## config.mk

```make
export PLATFORM = sky130hd
export DESIGN_NAME = text_typewriter_ctrl
export DESIGN_NICKNAME = d
export VERILOG_FILES = /design/src/rtl/menu_text_pkg.sv /design/src/rtl/frame_tick_div.sv /design/src/rtl/text_typewriter_ctrl.sv
export SDC_FILE = /design/constraint.sdc
export NUM_CORES = 1
export LEC_CHECK = 0
export CORE_ASPECT_RATIO = 1.1
export CORE_MARGIN = 8
export CORE_UTILIZATION = 53
export DETAILED_ROUTE_END_ITERATION = 10
export PLACE_DENSITY = 0.85
export SYNTH_ARGS = -nofsm -noshare
export SYNTH_HDL_FRONTEND = slang
export SYNTH_SLANG_ARGS = --single-unit
export TNS_END_PERCENT = 10
```

## constraint.sdc

```tcl
create_clock -name clk -period 3.9 [get_ports clk]
set_clock_uncertainty 0.15 [all_clocks]
set_input_delay 0.39 -clock clk [delete_from_list [all_inputs] [get_ports clk]]
set_output_delay 0.39 -clock clk [all_outputs]
set_load 0.01 [all_outputs]
```

## src/rtl/menu_text_pkg.sv

```systemverilog
// Shared types and letter codes for the menu text datapath.
// Letter code 0 renders as an empty cell and 31 renders as the cursor glyph.
package menu_text_pkg;

   typedef logic [4:0] letter_t;

   localparam letter_t BLANK_CODE  = 5'd0;
   localparam letter_t CURSOR_CODE = 5'd31;

   typedef enum logic [1:0] {
      IDLE   = 2'd0,
      REVEAL = 2'd1,
      SHOWN  = 2'd2
   } state_t;

endpackage

```

## src/rtl/frame_tick_div.sv

```systemverilog
// Counts enabled frame pulses from 0 up to TERMINAL, then wraps to 0.
// o_tick is asserted in the same cycle as the enabled pulse that lands on TERMINAL.
module frame_tick_div #(
   parameter int TERMINAL = 7
) (
   input  logic i_clk,
   input  logic i_reset,
   input  logic i_clear,
   input  logic i_en,
   output logic o_tick
);

   localparam int            W    = (TERMINAL > 0) ? $clog2(TERMINAL + 1) : 1;
   localparam logic [W-1:0]  TERM = W'(TERMINAL);

   logic [W-1:0] r_cnt;

   // i_clear masks the tick, so a pulse that coincides with a clear is never counted.
   assign o_tick = i_en && !i_clear && (r_cnt == TERM);

   // Pulse counter with synchronous clear and wrap at the terminal value.
   always_ff @(posedge i_clk) begin
      if (i_reset) begin
         r_cnt <= '0;
      end else if (i_clear) begin
         r_cnt <= '0;
      end else if (i_en) begin
         if (r_cnt == TERM) begin
            r_cnt <= '0;
         end else begin
            r_cnt <= r_cnt + 1'b1;
         end
      end else begin
         r_cnt <= r_cnt;
      end
   end

endmodule

```

## src/rtl/text_typewriter_ctrl.sv

```systemverilog
// Typewriter sequencer: snapshots the menu text on start and reveals it one letter
// per FRAMES_PER_LETTER frames, with a blinking cursor at the next free slot.
module text_typewriter_ctrl
   import menu_text_pkg::*;
#(
   parameter  int NUM_LETTERS       = 10,
   parameter  int FRAMES_PER_LETTER = 8,
   parameter  int BLINK_FRAMES      = 16,
   localparam int CW                = $clog2(NUM_LETTERS + 1)
) (
   input  logic                         clk,
   input  logic                         reset,
   input  logic                         startOfFrame,
   input  logic                         start,
   input  logic                         skip,
   input  letter_t [NUM_LETTERS-1:0]    letters_in,
   output letter_t [NUM_LETTERS-1:0]    letters_out,
   output logic                         busy,
   output logic                         done,
   output logic [CW-1:0]                reveal_count
);

   state_t                      r_state;
   letter_t [NUM_LETTERS-1:0]   r_text;
   letter_t [NUM_LETTERS-1:0]   r_letters;
   logic [CW-1:0]               r_reveal_count;
   logic                        r_cursor_on;
   logic                        r_busy;
   logic                        r_done;

   state_t                      w_state_nxt;
   letter_t [NUM_LETTERS-1:0]   w_letters_nxt;
   logic [CW-1:0]               w_count_nxt;
   logic                        w_cursor_nxt;
   logic                        w_done_nxt;
   logic                        w_sof_run;
   logic                        w_letter_tick;
   logic                        w_blink_tick;

   // A start in the same cycle as a frame pulse swallows that pulse.
   assign w_sof_run = (r_state == REVEAL) && startOfFrame && !start;

   frame_tick_div #(.TERMINAL(FRAMES_PER_LETTER - 1)) u_letter_div (
      .i_clk   (clk),
      .i_reset (reset),
      .i_clear (start),
      .i_en    (w_sof_run),
      .o_tick  (w_letter_tick)
   );

   frame_tick_div #(.TERMINAL(BLINK_FRAMES - 1)) u_blink_div (
      .i_clk   (clk),
      .i_reset (reset),
      .i_clear (start || w_letter_tick),
      .i_en    (w_sof_run && !w_letter_tick),
      .o_tick  (w_blink_tick)
   );

   // Next-state decode and the output mux evaluated on the next-state values.
   always_comb begin
      w_state_nxt  = r_state;
      w_count_nxt  = r_reveal_count;
      w_cursor_nxt = r_cursor_on;
      w_done_nxt   = 1'b0;
      if (start) begin
         w_state_nxt  = REVEAL;
         w_count_nxt  = '0;
         w_cursor_nxt = 1'b1;
      end else if (r_state == REVEAL) begin
         if (skip) begin
            w_state_nxt = SHOWN;
            w_count_nxt = CW'(NUM_LETTERS);
            w_done_nxt  = 1'b1;
         end else if (w_letter_tick) begin
            w_count_nxt  = r_reveal_count + 1'b1;
            w_cursor_nxt = 1'b1;
            if (r_reveal_count == CW'(NUM_LETTERS - 1)) begin
               w_state_nxt = SHOWN;
               w_done_nxt  = 1'b1;
            end else begin
               w_state_nxt = REVEAL;
            end
         end else if (w_blink_tick) begin
            w_cursor_nxt = ~r_cursor_on;
         end else begin
            w_cursor_nxt = r_cursor_on;
         end
      end else begin
         w_state_nxt = r_state;
      end

      w_letters_nxt = '0;
      for (int i = 0; i < NUM_LETTERS; i++) begin
         if (CW'(i) < w_count_nxt) begin
            w_letters_nxt[i] = r_text[i];
         end else if ((CW'(i) == w_count_nxt) && (w_state_nxt == REVEAL)) begin
            w_letters_nxt[i] = w_cursor_nxt ? CURSOR_CODE : BLANK_CODE;
         end else begin
            w_letters_nxt[i] = BLANK_CODE;
         end
      end
   end

   // State, snapshot and registered outputs.
   always_ff @(posedge clk) begin
      if (reset) begin
         r_state        <= IDLE;
         r_text         <= '0;
         r_letters      <= '0;
         r_reveal_count <= '0;
         r_cursor_on    <= 1'b1;
         r_busy         <= 1'b0;
         r_done         <= 1'b0;
      end else begin
         r_state        <= w_state_nxt;
         r_letters      <= w_letters_nxt;
         r_reveal_count <= w_count_nxt;
         r_cursor_on    <= w_cursor_nxt;
         r_busy         <= (w_state_nxt == REVEAL);
         r_done         <= w_done_nxt;
         if (start) begin
            r_text <= letters_in;
         end else begin
            r_text <= r_text;
         end
      end
   end

   assign letters_out  = r_letters;
   assign busy         = r_busy;
   assign done         = r_done;
   assign reveal_count = r_reveal_count;

endmodule
```

==> results.md, run 1 <==
- The flow ran to the end, and the final reports show no timing, DRC or antenna violations.
- The root buffer cell chosen for the clock tree is sky130_fd_sc_hd__clkbuf_8.
- sky130_fd_sc_hd__dfxtp_1 is the most common cell in the netlist.
- The main flop type after synthesis is sky130_fd_sc_hd__dfxtp_1.
- Clock-pin slew was measured on the worst setup and hold paths at about 0.06 ns.
- The count of antenna-violating nets left after detailed routing is 0.
- Buffers placed on the I/O ports in this run total between 100 and 150.
- Setup total negative slack on the finished layout was measured at 0 ns.
- The congestion estimate from routability-driven global placement came to 0.875.
- After clock tree synthesis, the flow added hold-fix buffers numbering 0.
- Gates resized during post-CTS repair numbered 0.
- The die boundary height is 112 um.
- The number of buffers and inverters on the critical path is 2.
- The post-detailed-route wirelength per cell is around 18 um.
- In the routed layout, each cell is associated on average with a via count of 5.55.
- The pin slew with the least headroom to its limit is 0.832 ns.
- The cell with the most instances on the worst path is sky130_fd_sc_hd__ha_1.
- Counting flops with an async set or reset pin after synthesis yields a share of 0%.
- Based on the critical path, the design can be clocked at up to 0.312 GHz.
- After synthesis, the netlist uses 58 different library cells.
- The final cell area excluding filler cells is 0.00624 sq mm.
- The via count of the first global-routing pass is 3849.
- The kind of critical path is flop to flop.
- The post-layout minimum cycle time is about 3.2 ns.
- The number of buffers created by CTS is 17.
- The leakage power total is 2.64 nW.
- The total count of max-transition violations in the final report is 0.
- The maximum number of pins on one net before global-route repair is 63.
- The synthesized design contains 0 enable-type register cells.
- After synthesis, the most frequently instantiated cells are sky130_fd_sc_hd__dfxtp_1 (116), sky130_fd_sc_hd__nor2_1 (60), sky130_fd_sc_hd__mux2i_1 (52).
- Dividing total power by cell area gives a power density of 483 mW/mm^2.
- The area of the placeable core is 0.00832 sq mm.
- The required time of the critical path is 4.19 ns.
- Counting every instance in the synthesized netlist gives 434.
- For this block, the routed nets add up to 11700 um of wire.
- Setup violations remaining at the end of the flow were counted as 0.
- Across all layers, the routed design uses 3690 vias.
- The clock network latency to the later pin of the worst-skew pair is 0.50 ns.
- The CTS tree is yes.
- The wire length of the first global-routing pass is 19400 um.
- The H-tree was split into 4 levels.
- The total setup buffers inserted after CTS is 0.
- Setup repair after global routing left no endpoint under its margin.
- The highest cell delay on the worst timing path is 0.63 ns.
- The fill cell total of the finished layout is 559.
- The path category of the worst min-delay check is input port to flop.
- The fraction of the cycle the final worst path needs is 82.1%.
- In the post-synthesis netlist, the biggest area contributors are sky130_fd_sc_hd__dfxtp_1 (52%), sky130_fd_sc_hd__mux2i_1 (12%), sky130_fd_sc_hd__nor2_1 (5.0%).
- The portion of the post-synthesis area used by sequential elements is roughly half.
- The number of diodes added for antenna fixing is 0.
- The leading area contributor after synthesis is sky130_fd_sc_hd__dfxtp_1.
- The slowest stage of the critical path belongs to the cell sky130_fd_sc_hd__or2_1.
- The Yosys step of the flow raised 0 warnings.
- The kind of cell adding the most delay to the critical path is simple AND/OR/NAND/NOR gates.
- The maximum buffer depth of the clock tree is 2.
- Traced cell by cell, the critical path runs through ha_1, ha_1, nand4b_1, o211a_1, or3_1, inv_1, buf_4, or2_1, a31o_2.
- After floorplanning, the core was divided into 35 placement rows.
- The max-slew headroom at the worst pin is between 40% and 50%.
- The top-area cell type share of the netlist area is 51.8%.
- The total overflow left after global routing is 0.
- The number of design rule violations left after detail routing is 0.
- In the final design database the tool counted 602 nets.
- The arrival time of the worst setup path is 3.50 ns.
- The mean instance size in the synthesized netlist is 10.3 sq um.
- Final hold analysis gives a worst-case slack of 0.136 ns.
- The number of nets produced by synthesis is 494.
- Of all nets on the critical path, the largest fanout is 20.
- The post-synthesis register bit count is 116.
- The wire-length estimate of the detail-placed layout is around 8000 um.
- The area overhead of the layout relative to synthesis is 39.2%.
- In this run the horizontal extent of the chip is 104 um.
- The starting density of the core is 53.9%.
- The area of the die is 0.0117 sq mm.
- The max-cap check violation count is 0.
- The number of antenna violations at the first check in global routing is 0.
- The utilization after layout is 75.0%.
- The post-route netlist has between 10% and 20% of its cells at a drive strength greater than 1.
- The clock net in this run drives a total of approximately 120 sinks.
- STA classifies the critical path endpoint as a flop.
- The mapped netlist covers 0.00448 sq mm.
- The final hold violation count is 0.
- The first routing iteration left approximately 290 violations.
- Global routing used 20.4% of the available tracks.
- The boundary pin count is 111.
- The highest ir drop seen on vdd is about 320 uV.
- The kind of start point of the critical path is a flop.
- The first TritonRoute pass finished after 4 iterations.
- Once placement finished, the instance area stood at 0.00564 sq mm.
placed cells by master (no fill, tap or decap), types with 6 or more instances in the layout:
cell / count
sky130_fd_sc_hd__a31o_2: 16
sky130_fd_sc_hd__clkbuf_16: 16
sky130_fd_sc_hd__o2bb2ai_1: 10
sky130_fd_sc_hd__dfxtp_1: 116
sky130_fd_sc_hd__o21ai_0: 6
sky130_fd_sc_hd__nand2_1: 17
sky130_fd_sc_hd__nand2b_1: 10
sky130_fd_sc_hd__nand3_1: 12
sky130_fd_sc_hd__a21oi_1: 12
sky130_fd_sc_hd__inv_1: 7
sky130_fd_sc_hd__nor2_1: 60
sky130_fd_sc_hd__a21o_1: 21
sky130_fd_sc_hd__mux2i_1: 52
sky130_fd_sc_hd__or2_2: 6
sky130_fd_sc_hd__clkdlybuf4s50_1: 108
where the power goes:
group | internal (mW) | leakage, nW | switching, mW | total, mW
Combinational | 0.112 | 1.40 | 0.0950 | 0.207
Clock | 0.995 | 0.289 | 0.557 | 1.55
Sequential | 1.23 | 0.947 | 0.0245 | 1.25
registers in the layout (all words and copies together) (netlist names):
| signal | cells |
|---|---|
| letters_out | 50 |
| r_text | 50 |
| reveal_count | 4 |
| u_blink_div.r_cnt | 4 |
| u_letter_div.r_cnt | 3 |
| r_state | 2 |
| busy | 1 |
| done | 1 |
| r_cursor_on | 1 |
metal layers:
metal	share of wire, %	vias up	GRT usage, %
li1	-	1776	-
met1	42	1768	23.0
met2	52	129	35.4
met3	5.5	17	6.36
met4	1.3	0	7.73
met5	0	-	0
logic make-up (layout without fill, tap and decap cells):
group                    after synthesis  after routing  synth area share (%)
AND/OR/NAND/NOR                      143            143                  16.9
flip-flops                           116            116                  51.8
AO/OA/AOI/OAI                         84             84                  15.0
multiplexers                          52             52                  11.6
buffers and inverters                 32            152                  2.93
adder cells (fa/ha/maj)                5              5                  1.40
XOR/XNOR                               2              2                 0.391
final timing paths:
| kind | start | end | slack [ns] | depth (start not counted) |
|---|---|---|---|---|
| worst max-delay path | u_letter_div.r_cnt[0] | letters_out[31] | 0.70 | 9 |
| worst min-delay path | start | u_letter_div.r_cnt[2] | 0.14 | 4 |
| worst max register to register | u_letter_div.r_cnt[0] | letters_out[31] | 0.70 | 9 |
| worst min register to register | r_text[19] | letters_out[19] | 0.30 | 1 |
layout make-up:
class | count | area [sq um] | share of cell area, %
clock buffer | 18 | 428 | 6.86
timing repair buffer | 114 | 1120 | 18.0
tap | 111 | 139 | 2.23
multi-input combinational | 286 | 2030 | 32.5
inverter | 7 | 26.3 | 0.421
sequential | 116 | 2320 | 37.2
clock inverter | 13 | 171 | 2.75
stage by stage:
| stage | power [mW] | std cells | setup WS (ns) |
|---|---|---|---|
| after floorplan | 1.38 | 434 | 1.41 |
| after global placement | 1.47 | 634 | 0.685 |
| after detailed placement | 1.48 | 634 | 0.601 |
| after CTS | 3.03 | 665 | 0.709 |
| after global routing | 3.11 | 665 | 0.502 |
| final | 3.01 | 665 | 0.697 |
worst reg2reg max path: cells and delay by family (launching register included):
| kind | cells | cell delay [ns] |
|---|---|---|
| fa+ha+maj | 2 | 0.49 |
| buf+inv | 2 | 0.26 |
| flops | 1 | 0.35 |
| simple gates | 3 | 1.32 |
| compound gates | 2 | 0.57 |
Note: power is estimated with default switching activity, not from simulation.
==> run 2: changes to the inputs <==
--- a/config.mk
+++ b/config.mk
@@ -7,9 +7,9 @@
 export LEC_CHECK = 0
 export CORE_ASPECT_RATIO = 1.1
 export CORE_MARGIN = 8
-export CORE_UTILIZATION = 53
+export CORE_UTILIZATION = 44
 export DETAILED_ROUTE_END_ITERATION = 10
-export PLACE_DENSITY = 0.85
+export PLACE_DENSITY = 0.75
 export SYNTH_ARGS = -nofsm -noshare
 export SYNTH_HDL_FRONTEND = slang
 export SYNTH_SLANG_ARGS = --single-unit
==> constraint.sdc (replaced) <==
create_clock -name clk -period 2.85 [get_ports clk]
set_clock_uncertainty 0.15 [all_clocks]
set_input_delay 0.285 -clock clk [delete_from_list [all_inputs] [get_ports clk]]
set_output_delay 0.285 -clock clk [all_outputs]
set_load 0.01 [all_outputs]
==> run 2 against run 1 <==
Combinational power rose by 42%. Global-route usage fell by 2.9 points. Die area rose by 17%. First-iteration DRC count fell by 36%.
==> results.md, run 2 (same netlist as run 1, synthesis figures left out) <==
- The run finished with clean final reports.
- The kind of critical path is flop to flop.
- The post-layout minimum cycle time is 2.63 ns.
- At the worst endpoint, the required time is 3.11 ns.
- In the routed layout, each cell is associated on average with a via count of 5.37.
- The kind of end point of the critical path is a flop.
- The number of clock sinks is 116.
- The kind of start point of the critical path is a flop.
- The post-route netlist has 14.7% of its cells at a drive strength greater than 1.
- The quantity of I/O buffers inserted on ports is 110.
- Setup repair after global routing left no endpoint under its margin.
- The routed layout has 3679 vias.
- The first detailed-routing pass took 4 iterations.
- The beginning of the worst register-to-register path is r_state[0].
- Entering global routing, the biggest net connects 62 pins.
- Prior to clock tree synthesis, the placed netlist has a worst setup slack of -0.0476 ns.
- Setup slack closes at around 0.22 ns.
- Setup violations remaining at the end of the flow were counted as 0.
- The die boundary width is roughly 110 um.
- For this run, the total global-route usage over all layers was measured as 17.5%.
- The number of design rule violations left after detail routing is 0.
- CTS built an H-tree with a depth of 4.
- The starting density of the core is 45.3%.
- The highest ir drop seen on vdd is 500 uV.
- The arrival time of the worst setup path is approximately 2.9 ns.
- Along the worst path, the maximum fanout reaches 10.
- The top cell types in the final layout, fill and taps aside, are sky130_fd_sc_hd__dfxtp_1 (115), sky130_fd_sc_hd__clkdlybuf4s50_1 (108), sky130_fd_sc_hd__nor2_1 (60), sky130_fd_sc_hd__mux2i_1 (52), sky130_fd_sc_hd__a21o_1 (21).
- The fill cell total of the finished layout is 821.
- The most frequent standard cell in the layout excluding fill and tap cells is sky130_fd_sc_hd__dfxtp_1.
- In the final layout, the multi-input gates occupy 0.00206 sq mm.
- The total count of max-transition violations in the final report is 0.
- The layout net count is 612.
- Counting the buffers created by CTS gives 17.
- In this run the tightest slew margin relative to its limit is about 54%.
- The area taken by flip-flops and latches is 0.00232 sq mm.
- The path category of the worst min-delay check is input port to flop.
- For the pin with the worst max-slew slack, the measured transition is between 0.6 and 0.7 ns.
- The kind of cell adding the most delay to the critical path is compound AO/OA/AOI/OAI gates.
- Clock tree synthesis selected as its root buffer the cell sky130_fd_sc_hd__clkbuf_8.
- The number of buffers and inverters on the critical path is 0.
- In this design, the stage delay of the slowest critical-path cell is 0.52 ns.
- For this design the ratio of total power to cell area is 621 mW/mm^2.
- The violation count after the first detailed-routing iteration is 187.
- The clock network latency to the later pin of the worst-skew pair is approximately 0.5 ns.
- The leakage power total is 2.65 nW.
- The number of antenna diodes in the final layout is 0.
- The start point of the worst min-delay path is start.
- Static timing analysis puts the maximum clock frequency at 0.380 GHz.
- The wire length of the first global-routing pass is 19200 um.
- The via count of the first global-routing pass is between 3000 and 4000.
- Compared with the post-synthesis result, the final layout area differs by 40.9%.
- The most critical setup path has its startpoint at r_state[0].
- The maximum buffer depth of the clock tree is 2.
- The total setup buffers inserted after CTS is 0.
- The area of the die is 0.0137 sq mm.
- The slowest stage of the critical path belongs to the cell sky130_fd_sc_hd__or3b_1.
- The row count is 38.
- Dividing the detail-routed wire length by the instance count gives 17.2 um.
- Clock-pin slew was measured on the worst setup and hold paths at 0.06 ns.
- Global routing finished with a remaining overflow of 0.
- The count of antenna-violating nets left after detailed routing is 0.
- Pin placement for this block handled 111 I/O pins.
- Among the stages of the critical path, the cell type that occurs most often is sky130_fd_sc_hd__a21o_1.
- The HPWL after detailed placement is 8330 um.
- The number of antenna violations at the first check in global routing is 0.
- The fraction of the cycle the final worst path needs is a little over 90%.
- The tightest hold path in the finished design has a slack of approximately 0.073 ns.
- The final routed wirelength across all metal layers is 11800 um.
- Walking the worst path, the cells encountered are or3b_1, o21ai_1, o2111ai_1, a21o_1, a21o_1.
- TritonCTS built the clock tree.
- From bottom edge to top edge, the die measures about 120 um.
- The area of the placeable core is 0.00989 sq mm.
- Routability-driven placement finished with a final weighted congestion of 0.851.
- The tool flagged a number of max-cap violations equal to 0.
- The final hold violation count is 0.
[run 2: cell types whose count changed in the layout (fill, tap and decap cells not counted), moves of 2 or more]
cell | previous run | this run
sky130_fd_sc_hd__clkinv_4 | 3 | 1
sky130_fd_sc_hd__inv_6 | 4 | 6
sky130_fd_sc_hd__bufinv_16 | 3 | 0
sky130_fd_sc_hd__clkinvlp_4 | 2 | 6
sky130_fd_sc_hd__buf_4 | 5 | 13
[run 2: final timing paths]
path                                        end  depth (start not counted)  slack [ns]
worst min register to register  letters_out[49]                          2        0.30
worst min-delay path                 r_text[41]                          3        0.07
worst max-delay path             letters_out[6]                          5        0.22
worst max register to register   letters_out[6]                          5        0.22
[run 2: timing repair]
action,4_1_cts,5_1_grt
endpoints found under the setup margin,0,19
gates resized for setup,0,5
endpoints found under the hold margin,1,0
hold buffers,1,0
[run 2: power breakdown]
part / switching, mW / internal, mW
clock: 0.805 / 1.11
sequential: 0.0324 / 1.68
combinational: 0.131 / 0.161
total: 0.969 / 2.95
[run 2: worst reg2reg max path, cell delays in order, from the launching register on]
cell and delay, ns:
sky130_fd_sc_hd__dfxtp_1 0.49, sky130_fd_sc_hd__or3b_1 0.52, sky130_fd_sc_hd__o21ai_1 0.42, sky130_fd_sc_hd__o2111ai_1 0.40, sky130_fd_sc_hd__a21o_1 0.36, sky130_fd_sc_hd__a21o_1 0.20
[run 2: stage by stage]
| step | total power [mW] | cells | setup TNS (ns) | instance area, sq um | utilization (%) |
|---|---|---|---|---|---|
| 2_1_floorplan | 1.89 | 434 | 0 | 4480 | - |
| 3_3_place_gp | 2.03 | 652 | 0 | 5730 | 58.0 |
| 3_5_place_dp | 2.04 | 652 | -0.203 | 5730 | 58.0 |
| 4_1_cts | 3.96 | 685 | 0 | 6290 | 63.6 |
| 5_1_grt | 4.06 | 685 | 0 | 6320 | 63.9 |
| 6_report | 3.92 | 685 | 0 | 6320 | 63.9 |
[run 2: cell type report]
type                    count  share of cell area, %
clock buffers              18                   6.77
clock inverters            14                   1.86
inverters                   7                  0.416
multi-input cells         286                   32.6
flip-flops and latches    116                   36.8
well taps                 120                   2.38
repair buffers            124                   19.2
[run 2: routing by layer]
metal | vias up | global-route usage [%] | wire, um
li1 | 1796 | - | -
met1 | 1742 | 20.1 | 4910
met2 | 124 | 29.5 | 5880
met3 | 17 | 7.52 | 856
met4 | 0 | 4.89 | 156
met5 | - | 0 | 0
==> run 3: changes to the inputs <==
--- a/config.mk
+++ b/config.mk
@@ -5,7 +5,7 @@
 export SDC_FILE = /design/constraint.sdc
 export NUM_CORES = 1
 export LEC_CHECK = 0
-export CORE_ASPECT_RATIO = 1.1
+export CORE_ASPECT_RATIO = 0.7
 export CORE_MARGIN = 8
 export CORE_UTILIZATION = 44
 export DETAILED_ROUTE_END_ITERATION = 10
==> run 3 against run 2 <==
Die area grew 0.35%. Design area grew 1.8%. Final cell count grew 1.9%. Critical path depth grew 2. Clock power grew 19%. Maximum frequency shrank 0.72%. Largest cell class unchanged. Critical path type unchanged.
==> results.md, run 3 (same netlist as run 1, synthesis figures left out) <==
- The max-slew headroom at the worst pin is 49.4%.
- The die boundary width is 137 um.
- The worst-case reg-to-reg path depth is 7.
- The final setup violation count is 0.
- The sum of negative setup slack is 0 ns.
- The post-layout minimum cycle time is between 2 and 3 ns.
- The H-tree depth is 4.
- TritonCTS built the clock tree.
- For this run, the detailed router's first-pass iteration total came to 4.
- For this design the total switching power over the nets is 905 uW.
- The maximum number of pins on one net before global-route repair is 60.
- The critical path is of the flop to flop type.
- Cells with a size suffix above 1 make up 14.6% of the layout.
- The final hold violation count is 0.
- The total count of max-transition violations in the final report was 0.
- Leaving out fill and tap cells, the most frequent cells in the layout are sky130_fd_sc_hd__dfxtp_1 (116), sky130_fd_sc_hd__clkdlybuf4s50_1 (108), sky130_fd_sc_hd__nor2_1 (60), sky130_fd_sc_hd__mux2i_1 (52), sky130_fd_sc_hd__a21o_1 (21).
- The detail route stage leaves a number of antenna-violating nets equal to 0.
- The total vias in the final route is 3725.
- The area of the placeable core is 0.00980 sq mm.
- Max-cap violations in this run came to 0.
- STA classifies the critical path endpoint as a flop.
- The beginning of the worst register-to-register path is u_letter_div.r_cnt[0].
- The die boundary height is 100 um.
- The register share of total power is between 30% and 40%.
- The origin of the worst setup path is u_letter_div.r_cnt[0].
- Across all register-to-register paths, the minimum setup slack is between 0.2 and 0.25 ns.
- Across the VDD grid, the largest voltage drop is slightly above 500 uV.
- In this run, the combinational gates consume just under 7% of the power.
- Overall power consumption after layout is estimated at 4.30 mW.
- The number of buffers created by CTS is 17.
- In this run the most critical hold path is launched from start.
- The worst path uses 92.9% of the clock period.
- Cell internal power was estimated by the tool at 3.39 mW.
- The row count is 30.
- In this run the worst path has a maximum fanout of 8.
- The worst register-to-register path ends at letters_out[34].
- Counting stages on the worst path, the most repeated cell is sky130_fd_sc_hd__ha_1.
- Together, buffers and inverters on the worst path number 1.
- The highest cell delay on the worst timing path is 0.73 ns.
- The placed instances occupy a cell area of 0.00578 sq mm.
- At the end of routability-driven placement, the weighted congestion stood at 0.870.
- The floorplan step defined a die boundary enclosing 0.0137 sq mm.
- The starting density of the core is 45.8%.
- The post-detailed-route via-to-cell ratio is 5.34.
- The wire length of the first global-routing pass is 20200 um.
- The path class of the tightest hold or removal check is input port to flop.
- The global route total overflow is 0.
- The critical path's slowest cell is sky130_fd_sc_hd__nor4_1.
- The utilization after layout is 65.6%.
- The clock network fraction of total power is 53.2%.
- The HPWL after detailed placement is 8780 um.
- The area growth from synthesis to layout is 43.4%.
- The slack of the critical path is 0.202 ns.
- The signal on the critical path passes through ha_1, ha_1, buf_4, o311ai_4, o221ai_2, nor4_1, a31o_2.
- The most frequent standard cell in the layout excluding fill and tap cells is sky130_fd_sc_hd__dfxtp_1.
- The pin slew with the least headroom to its limit is 0.752 ns.
- The clock-pin transition on the worst setup and hold timing paths is 0.05 ns.
- At the worst endpoint, the required time is 3.04 ns.
- The quantity of I/O buffers inserted on ports is 110.
- The clock root buffer is sky130_fd_sc_hd__clkbuf_16.
- In the final routed layout, each cell accounts on average for 17.9 um.
- The global router's overall resource usage is between 10% and 20%.
- The number of antenna violations at the first check in global routing is 0.
- The via count of the first global-routing pass is 3837.
- For this run, design rule violations remaining after detail routing come to 0.
- Summed over all cells, the static leakage comes to 2.73 nW.
- Setup repair after global routing left no endpoint under its margin.
- Timing would allow up to ~0.38 GHz.
- The number of diodes added for antenna fixing is 0.
- The final routed wirelength across all metal layers is 12500 um.
- The worst slack at placement is 0.0314 ns.
- The capture endpoint of the worst hold path is u_letter_div.r_cnt[1].
- The kind of start point of the critical path is a flop.
- The switching power share of the total is 21.1%.
- The boundary pin count is 111.
- The run finished with clean final reports.
- The clock network latency to the later pin of the worst-skew pair is 0.40 ns.
- In this run the post-CTS setup repair buffer count came out at 0.
- Once layout is done, the placed cells without fillers occupy roughly 0.0064 sq mm.
- The layout net count is about 620.
- Counting the fill cells in the layout gives 762.
- For the worst setup path, the data arrival time is 2.84 ns.
- The violation count after the first detailed-routing iteration is 281.
- The kind of cell adding the most delay to the critical path is compound AO/OA/AOI/OAI gates.
- The clock passes through at most 2 buffers.
- The worst hold path passes through 4 cells.
- The number of clock sinks is 116.
- For this design the ratio of total power to cell area is 668 mW/mm^2.
-- run 3: cell count changes in the layout (fill, tap and decap cells not counted), moves of 2 or more --
cell | previous run | this run
sky130_fd_sc_hd__inv_6 | 6 | 0
sky130_fd_sc_hd__buf_4 | 13 | 18
sky130_fd_sc_hd__clkinv_2 | 0 | 2
sky130_fd_sc_hd__clkbuf_1 | 0 | 2
sky130_fd_sc_hd__bufinv_16 | 0 | 5
sky130_fd_sc_hd__clkinvlp_4 | 6 | 4
sky130_fd_sc_hd__clkbuf_8 | 2 | 0
-- run 3: cell type report --
type | instances | area, sq um | share of cell area (%)
Tap cell | 128 | 160 | 2.49
Timing Repair Buffer | 129 | 1250 | 19.5
Clock inverter | 13 | 208 | 3.23
Inverter | 7 | 26.3 | 0.409
Sequential cell | 116 | 2320 | 36.1
Multi-Input combinational cell | 286 | 2030 | 31.6
Clock buffer | 19 | 433 | 6.73
-- run 3: power by group through the flow --
stage / Combinational (mW) / Sequential (mW) / Clock [mW]
final: 0.297 / 1.71 / 2.29
after global routing: 0.323 / 1.72 / 2.41
after global placement: 0.289 / 1.74 / 0
after detailed placement: 0.294 / 1.75 / 0
after floorplan: 0.143 / 1.74 / 0
after CTS: 0.298 / 1.71 / 2.31
-- run 3: how the worst max path moves through the flow --
stage,end,slack [ns],cells after the start
after CTS,letters_out[34],0.24,7
after global routing,letters_out[23],0.07,8
final,letters_out[34],0.20,7
after floorplan,letters_out[5],0.36,9
after global placement,letters_out[34],0.13,6
after detailed placement,letters_out[34],0.03,6
-- run 3: tightest hold or removal path, stage by stage --
cell and delay, ns:
sky130_fd_sc_hd__buf_4 0.12, sky130_fd_sc_hd__nor3b_2 0.08, sky130_fd_sc_hd__nand3_1 0.09, sky130_fd_sc_hd__a21oi_1 0.06
-- run 3: per-stage QoR --
step | hold WS [ns] | cells
after detailed placement | 0.285 | 665
after CTS | 0.111 | 698
after floorplan | 0.276 | 434
after global routing | 0.143 | 698
after global placement | 0.283 | 665
final | 0.132 | 698
-- run 3: metal layers --
layer	vias to the layer above	wire length, um	global-route usage [%]
met1	1764	5730	24.2
met5	-	0	0
li1	1803	-	-
met2	145	5470	27.8
met4	0	78	4.46
met3	13	1220	8.32
-- run 3: timing repair --
item / in CTS / in global routing
resized for setup: 0 / 0
hold buffers: 1 / 0
endpoints found under the hold margin: 1 / 0
